==> config.mk <==
export PLATFORM = sky130hd
export DESIGN_NAME = multi_toggle_fsm
export DESIGN_NICKNAME = d
export VERILOG_FILES = /design/src/rtl/multi_toggle_fsm.sv
export SDC_FILE = /design/constraint.sdc
export NUM_CORES = 1
export LEC_CHECK = 0
export ABC_AREA = 1
export ABC_CLOCK_PERIOD_IN_PS = 2140
export CORE_ASPECT_RATIO = 0.7
export CORE_MARGIN = 4
export CORE_UTILIZATION = 55
export DETAILED_ROUTE_END_ITERATION = 7
export GPL_TIMING_DRIVEN = 0
export PLACE_DENSITY_LB_ADDON = 0.2
export SLEW_MARGIN = 5
export SYNTH_ARGS = -nofsm -noshare
export SYNTH_HDL_FRONTEND = slang
export SYNTH_SLANG_ARGS = --single-unit
==> constraint.sdc <==
create_clock -name clk -period 2.14 [get_ports clk]
set_clock_uncertainty 0.1 [all_clocks]
set_input_delay 0.535 -clock clk [delete_from_list [all_inputs] [get_ports clk]]
set_output_delay 0.535 -clock clk [all_outputs]
set_load 0.03 [all_outputs]
==> src/rtl/multi_toggle_fsm.sv <==
// Bank of CH independent toggle/counter lanes sharing one mode and enable.
// Each lane tracks a parity bit, its complement, a CW-bit counter and a terminal-count pulse.
module multi_toggle_fsm #(
  parameter int CH   = 4,
  parameter int CW   = 3,
  parameter int EDGE = 0
) (
  input  logic             clk,
  input  logic             rst,
  input  logic             en,
  input  logic [1:0]       mode,
  input  logic [CH-1:0]    in,
  input  logic [CH-1:0]    clr,
  output logic [CH-1:0]    out,
  output logic [CH-1:0]    outn,
  output logic [CH*CW-1:0] cnt,
  output logic [CH-1:0]    tc
);

  typedef enum logic [1:0] {
    MODE_TOGGLE     = 2'b00,
    MODE_TOGGLE_INV = 2'b01,
    MODE_COUNT_UP   = 2'b10,
    MODE_COUNT_DOWN = 2'b11
  } mode_t;

  logic [CH-1:0]    r_out;
  logic [CH-1:0]    r_outn;
  logic [CH*CW-1:0] r_cnt;
  logic [CH-1:0]    r_tc;
  logic [CH-1:0]    r_in_q;

  logic [CH-1:0]    w_ev;
  logic [CH-1:0]    w_out_nxt;
  logic [CH-1:0]    w_outn_nxt;
  logic [CH*CW-1:0] w_cnt_nxt;
  logic [CH-1:0]    w_tc_nxt;
  mode_t            w_mode;

  function automatic logic [CW-1:0] cnt_inc(input logic [CW-1:0] v);
    return v + 1'b1;
  endfunction

  // Down-count stops at zero instead of wrapping.
  function automatic logic [CW-1:0] cnt_dec_sat(input logic [CW-1:0] v);
    return (v == '0) ? '0 : v - 1'b1;
  endfunction

  assign w_mode = mode_t'(mode);
  assign w_ev   = (EDGE != 0) ? (in & ~r_in_q) : in;

  always_comb begin
    w_out_nxt  = r_out;
    w_outn_nxt = r_outn;
    w_cnt_nxt  = r_cnt;
    w_tc_nxt   = '0;
    for (int i = 0; i < CH; i++) begin
      if (clr[i]) begin
        w_out_nxt[i]           = 1'b0;
        w_outn_nxt[i]          = 1'b1;
        w_cnt_nxt[i*CW +: CW]  = '0;
      end else if (en) begin
        unique case (w_mode)
          MODE_TOGGLE: begin
            w_out_nxt[i]  = w_ev[i] ^ r_out[i];
            w_outn_nxt[i] = ~(w_ev[i] ^ r_out[i]);
          end
          MODE_TOGGLE_INV: begin
            w_out_nxt[i]  = ~w_ev[i] ^ r_out[i];
            w_outn_nxt[i] = ~(~w_ev[i] ^ r_out[i]);
          end
          MODE_COUNT_UP: begin
            if (w_ev[i]) begin
              w_cnt_nxt[i*CW +: CW] = cnt_inc(r_cnt[i*CW +: CW]);
              w_tc_nxt[i]           = &r_cnt[i*CW +: CW];
            end
            w_out_nxt[i]  = w_cnt_nxt[i*CW];
            w_outn_nxt[i] = ~w_cnt_nxt[i*CW];
          end
          MODE_COUNT_DOWN: begin
            if (w_ev[i]) begin
              w_cnt_nxt[i*CW +: CW] = cnt_dec_sat(r_cnt[i*CW +: CW]);
              w_tc_nxt[i]           = (r_cnt[i*CW +: CW] == CW'(1));
            end
            w_out_nxt[i]  = w_cnt_nxt[i*CW];
            w_outn_nxt[i] = ~w_cnt_nxt[i*CW];
          end
        endcase
      end
    end
  end

  // Register stage: every output and the edge history update here.
  always_ff @(posedge clk) begin
    if (rst) begin
      r_out  <= '0;
      r_outn <= '0;
      r_cnt  <= '0;
      r_tc   <= '0;
      r_in_q <= '0;
    end else begin
      r_in_q <= in;
      r_out  <= w_out_nxt;
      r_outn <= w_outn_nxt;
      r_cnt  <= w_cnt_nxt;
      r_tc   <= w_tc_nxt;
    end
  end

  assign out  = r_out;
  assign outn = r_outn;
  assign cnt  = r_cnt;
  assign tc   = r_tc;

endmodule

==> PnR_summary.wiki <==
{| class="wikitable"
! Metric !! Value
|-
| Logic gate share of total power || 0.226
|-
| Type of destination of the critical path || primary output
|-
| RSZ-0062 raised after global routing || no
|-
| Maximum operating frequency || 0.482 GHz
|-
| DP HPWL || 3110 um
|-
| Post-place setup slack || 14.0 ps
|-
| Overall die area || between 0.004 and 0.005 mm^2
|-
| Synth Net Count || 268
|-
| Total via count in the routed design || approximately 1,700
|-
| GR Util All Layers || 0.208
|-
| Root buf cell || sky130_fd_sc_hd__clkbuf_8
|-
| Worst-Margin Slew || 319 ps
|-
| Post-CTS repair timing setup buffer count || 0
|-
| Detailed router's first-iteration violation count || 109
|-
| Clk slew on worst S/H paths || 90 ps
|-
| GR Util met2 || 0.327
|-
| Count of buffers inserted at the top-level ports || 36
|-
| Nets || slightly above 300
|-
| Skew-Pair Late Insertion Delay || 270 ps
|-
| TritonCTS sink count || 24
|-
| # DRC || 0
|-
| Number of placed I/O pins || 37
|-
| Min-Delay Startpoint || cnt[4]$_SDFFE_PP0P_
|-
| Count of warnings emitted by yosys || 0
|-
| Worst Path Class, Setup || reg -> out
|-
| Chain of cells forming the critical path || clkdlybuf4s50_1
|-
| Internal portion of total power || a little over 0.7 mW
|-
| Setup-violating endpoint count in the final report || 0
|-
| Hold bufs inserted after CTS || 0
|-
| Sum of internal, switching and leakage power || slightly above 1 mW
|-
| Slew Limit Headroom || 0.787
|-
| Core Util, Final || 0.751
|-
| DP Cell Count || ~300
|-
| Relative contribution of sequential cells to total power || 0.463
|-
| Height of the die || roughly 55 um
|-
| Number of antenna violations at the first check in global routing || 0
|-
| TritonCTS clock tree || built
|-
| Final period util || 0.970
|-
| Maximum cell stage delay along the critical path || between 700 and 800 ps
|-
| Routability-driven placement congestion ratio || roughly 0.85
|-
| Share of layout cells above drive strength 1 || 0.0655
|-
| Avg Inst Size Synth || between 7 and 8 um^2
|-
| Net switching power of the design || 0.302 mW
|-
| Buffering stage count on the worst path with inverters included || 1
|-
| Number of antenna-violating nets in the routed design || 0
|-
| Max Transition Viols Final || 0
|-
| Vias in the first global route || between 1,000 and 1,500
|-
| Filler-free cell count of the finished design || 311
|-
| Worst endpoint required time || approximately 1500 ps
|-
| Detail-routed via count per cell || between 5 and 6
|-
| Hold Fails Final Rpt || 0
|-
| Worst hold slack || about 410 ps
|-
| Placeable core area || ~0.0029 mm^2
|-
| Cell at the slowest stage of the critical path || sky130_fd_sc_hd__clkdlybuf4s50_1
|-
| Global-route wire length before repair || roughly 6500 um
|-
| Sw frac || 0.296
|-
| WL final || roughly 4000 um
|-
| Total Negative Setup Slacks || 0 ps
|-
| Critical path launch point type || flop
|-
| Most congested layer reported by global routing || met2
|-
| Source of the worst register-to-register timing path || cnt[3]$_SDFFE_PP0P_
|-
| Fraction of the yosys area taken by sequential cells || 0.282
|-
| Largest vdd supply drop || 0.000448 V
|-
| Pin count of the biggest net entering global routing || 14
|-
| Die width || around 75 um
|-
| Diode count || 0
|-
| Detailed-router iteration count before antenna repair || 4
|-
| Leakage power total || ~1.0 nW
|-
| Status || completed
|-
| Worst-case setup margin in the final layout || ~63 ps
|-
| Post-synthesis to final-layout area growth || 27.0%
|-
| Number of unique standard cell types used by synthesis || 29
|-
| Family with the most delay on the worst path || buffers and inverters
|-
| Power per Cell Area || approximately 470 mW/mm^2
|-
| Arrival time of the worst setup path || between 1000 and 1500 ps
|-
| Per-cell routed wire length || around 13 um
|-
| Max-capacitance violation count || 0
|-
| GR Layer Usage met3 || 0.0422
|-
| Launching instance or port of the critical path || cnt[11]$_SDFFE_PP0P_
|-
| Number of placement rows || 16
|-
| Post-synthesis sequential element count || 24
|-
| Met1 demand-to-capacity share in global routing || 0.299
|-
| Effective utilization at floorplan || 0.591
|-
| Buffers from clock root to sink, at most || 2
|-
| Tmin final || a little over 2000 ps
|-
| Cell count after synthesis || 235
|-
| Leftover overflow at the end of global routing || 0
|-
| Area of placed instances || roughly 0.0021 mm^2
|-
| Class of the worst hold path || reg -> reg
|-
| Final design area excluding fillers || between 0.002 and 0.0025 mm^2
|-
| Clock Power Share || 0.311
|-
| Total of cells resized after clock tree synthesis || 0
|-
| Netlist area before placement || ~0.0017 mm^2
|-
| Total number of H-tree levels || 1
|-
| Largest fanout on the critical path || 6
|-
| Cts bufs inserted || 3
|}
-- metal layers --
metal  share of wire  vias to the layer above
li1                -                      858
met1            0.50                      758
met2            0.42                       53
met3           0.079                        2
met4          0.0045                        0
met5               0                        -
-- final cells by class --
type                       count  area (um^2)
multi-input combinational    168         1030
fill                         245          718
sequential                    24          480
timing repair buffer          36          360
inverter                      40          153
clock buffer                   4         55.1
tap                           36         45.0
buffer                         3         38.8
-- cells in the mapped netlist --
library cell | count | area share
sky130_fd_sc_hd__nand3_4 | 1 | 0.010
sky130_fd_sc_hd__a211oi_1 | 3 | 0.013
sky130_fd_sc_hd__inv_1 | 39 | 0.086
sky130_fd_sc_hd__nand2_4 | 1 | 0.0066
sky130_fd_sc_hd__nand3_2 | 1 | 0.0059
sky130_fd_sc_hd__nand2_1 | 51 | 0.11
sky130_fd_sc_hd__nand3_1 | 12 | 0.035
sky130_fd_sc_hd__buf_6 | 1 | 0.0066
sky130_fd_sc_hd__a21oi_2 | 1 | 0.0051
sky130_fd_sc_hd__nor2_1 | 14 | 0.031
sky130_fd_sc_hd__o21ai_2 | 2 | 0.010
sky130_fd_sc_hd__dfxtp_1 | 24 | 0.28
sky130_fd_sc_hd__o21a_1 | 1 | 0.0044
sky130_fd_sc_hd__buf_12 | 1 | 0.012
sky130_fd_sc_hd__and2_1 | 3 | 0.011
sky130_fd_sc_hd__xnor2_1 | 1 | 0.0051
sky130_fd_sc_hd__nor2_4 | 2 | 0.013
sky130_fd_sc_hd__buf_4 | 1 | 0.0044
sky130_fd_sc_hd__o21ai_0 | 16 | 0.047
sky130_fd_sc_hd__a21oi_1 | 24 | 0.070
sky130_fd_sc_hd__o211ai_1 | 6 | 0.026
sky130_fd_sc_hd__o2111a_1 | 2 | 0.013
sky130_fd_sc_hd__ha_1 | 20 | 0.15
sky130_fd_sc_hd__o211a_1 | 1 | 0.0059
sky130_fd_sc_hd__o32ai_1 | 2 | 0.010
sky130_fd_sc_hd__o31ai_1 | 2 | 0.0088
sky130_fd_sc_hd__nand2_2 | 1 | 0.0037
sky130_fd_sc_hd__nor3_4 | 1 | 0.0095
sky130_fd_sc_hd__inv_4 | 1 | 0.0037
-- flip-flops by register name, summed over array words and instances, names as in the netlist --
signal and cells:
cnt 12, outn 4, tc 4, out 4
-- power by group through the flow --
stage | Sequential, mW | Combinational (mW) | Clock, mW
2_1_floorplan | 0.507 | 0.115 | 0
3_3_place_gp | 0.482 | 0.224 | 0
3_5_place_dp | 0.482 | 0.227 | 0
4_1_cts | 0.471 | 0.229 | 0.319
5_1_grt | 0.474 | 0.253 | 0.335
6_report | 0.472 | 0.230 | 0.316
-- kinds of logic after synthesis --
logic type,share of synthesized area
flip-flops,0.282
adder cells (fa/ha/maj),0.147
AND/OR/NAND/NOR,0.239
XOR/XNOR,0.00514
buffers and inverters,0.112
AO/OA/AOI/OAI,0.215
-- cells in the final DEF, fill, tap and decap left out, drive strengths merged --
| cell | netlist | routed |
|---|---|---|
| dfxtp | 24 | 24 |
| o31ai | 2 | 2 |
| and2 | 3 | 3 |
| o211ai | 6 | 6 |
| o32ai | 2 | 2 |
| xnor2 | 1 | 1 |
| nor3 | 1 | 1 |
| o211a | 1 | 1 |
| a211oi | 3 | 3 |
| clkdlybuf4s50 | 0 | 36 |
| o21a | 1 | 1 |
| buf | 3 | 3 |
| nand3 | 14 | 14 |
| nand2 | 53 | 53 |
| nor2 | 16 | 16 |
| inv | 40 | 40 |
| ha | 20 | 20 |
| o2111a | 2 | 2 |
| clkbuf | 0 | 4 |
| o21ai | 18 | 18 |
| a21oi | 25 | 25 |
-- worst paths after layout --
| kind | to | slack, ps | depth (start not counted) |
|---|---|---|---|
| worst max-delay path | cnt[11] | 60 | 1 |
| worst min-delay path | cnt[4]$_SDFFE_PP0P_ | 410 | 2 |
| worst max register to register | outn[1]$_SDFFE_PP0P_ | 580 | 8 |
| worst min register to register | cnt[4]$_SDFFE_PP0P_ | 410 | 2 |
(Power assumes the default switching activity.)
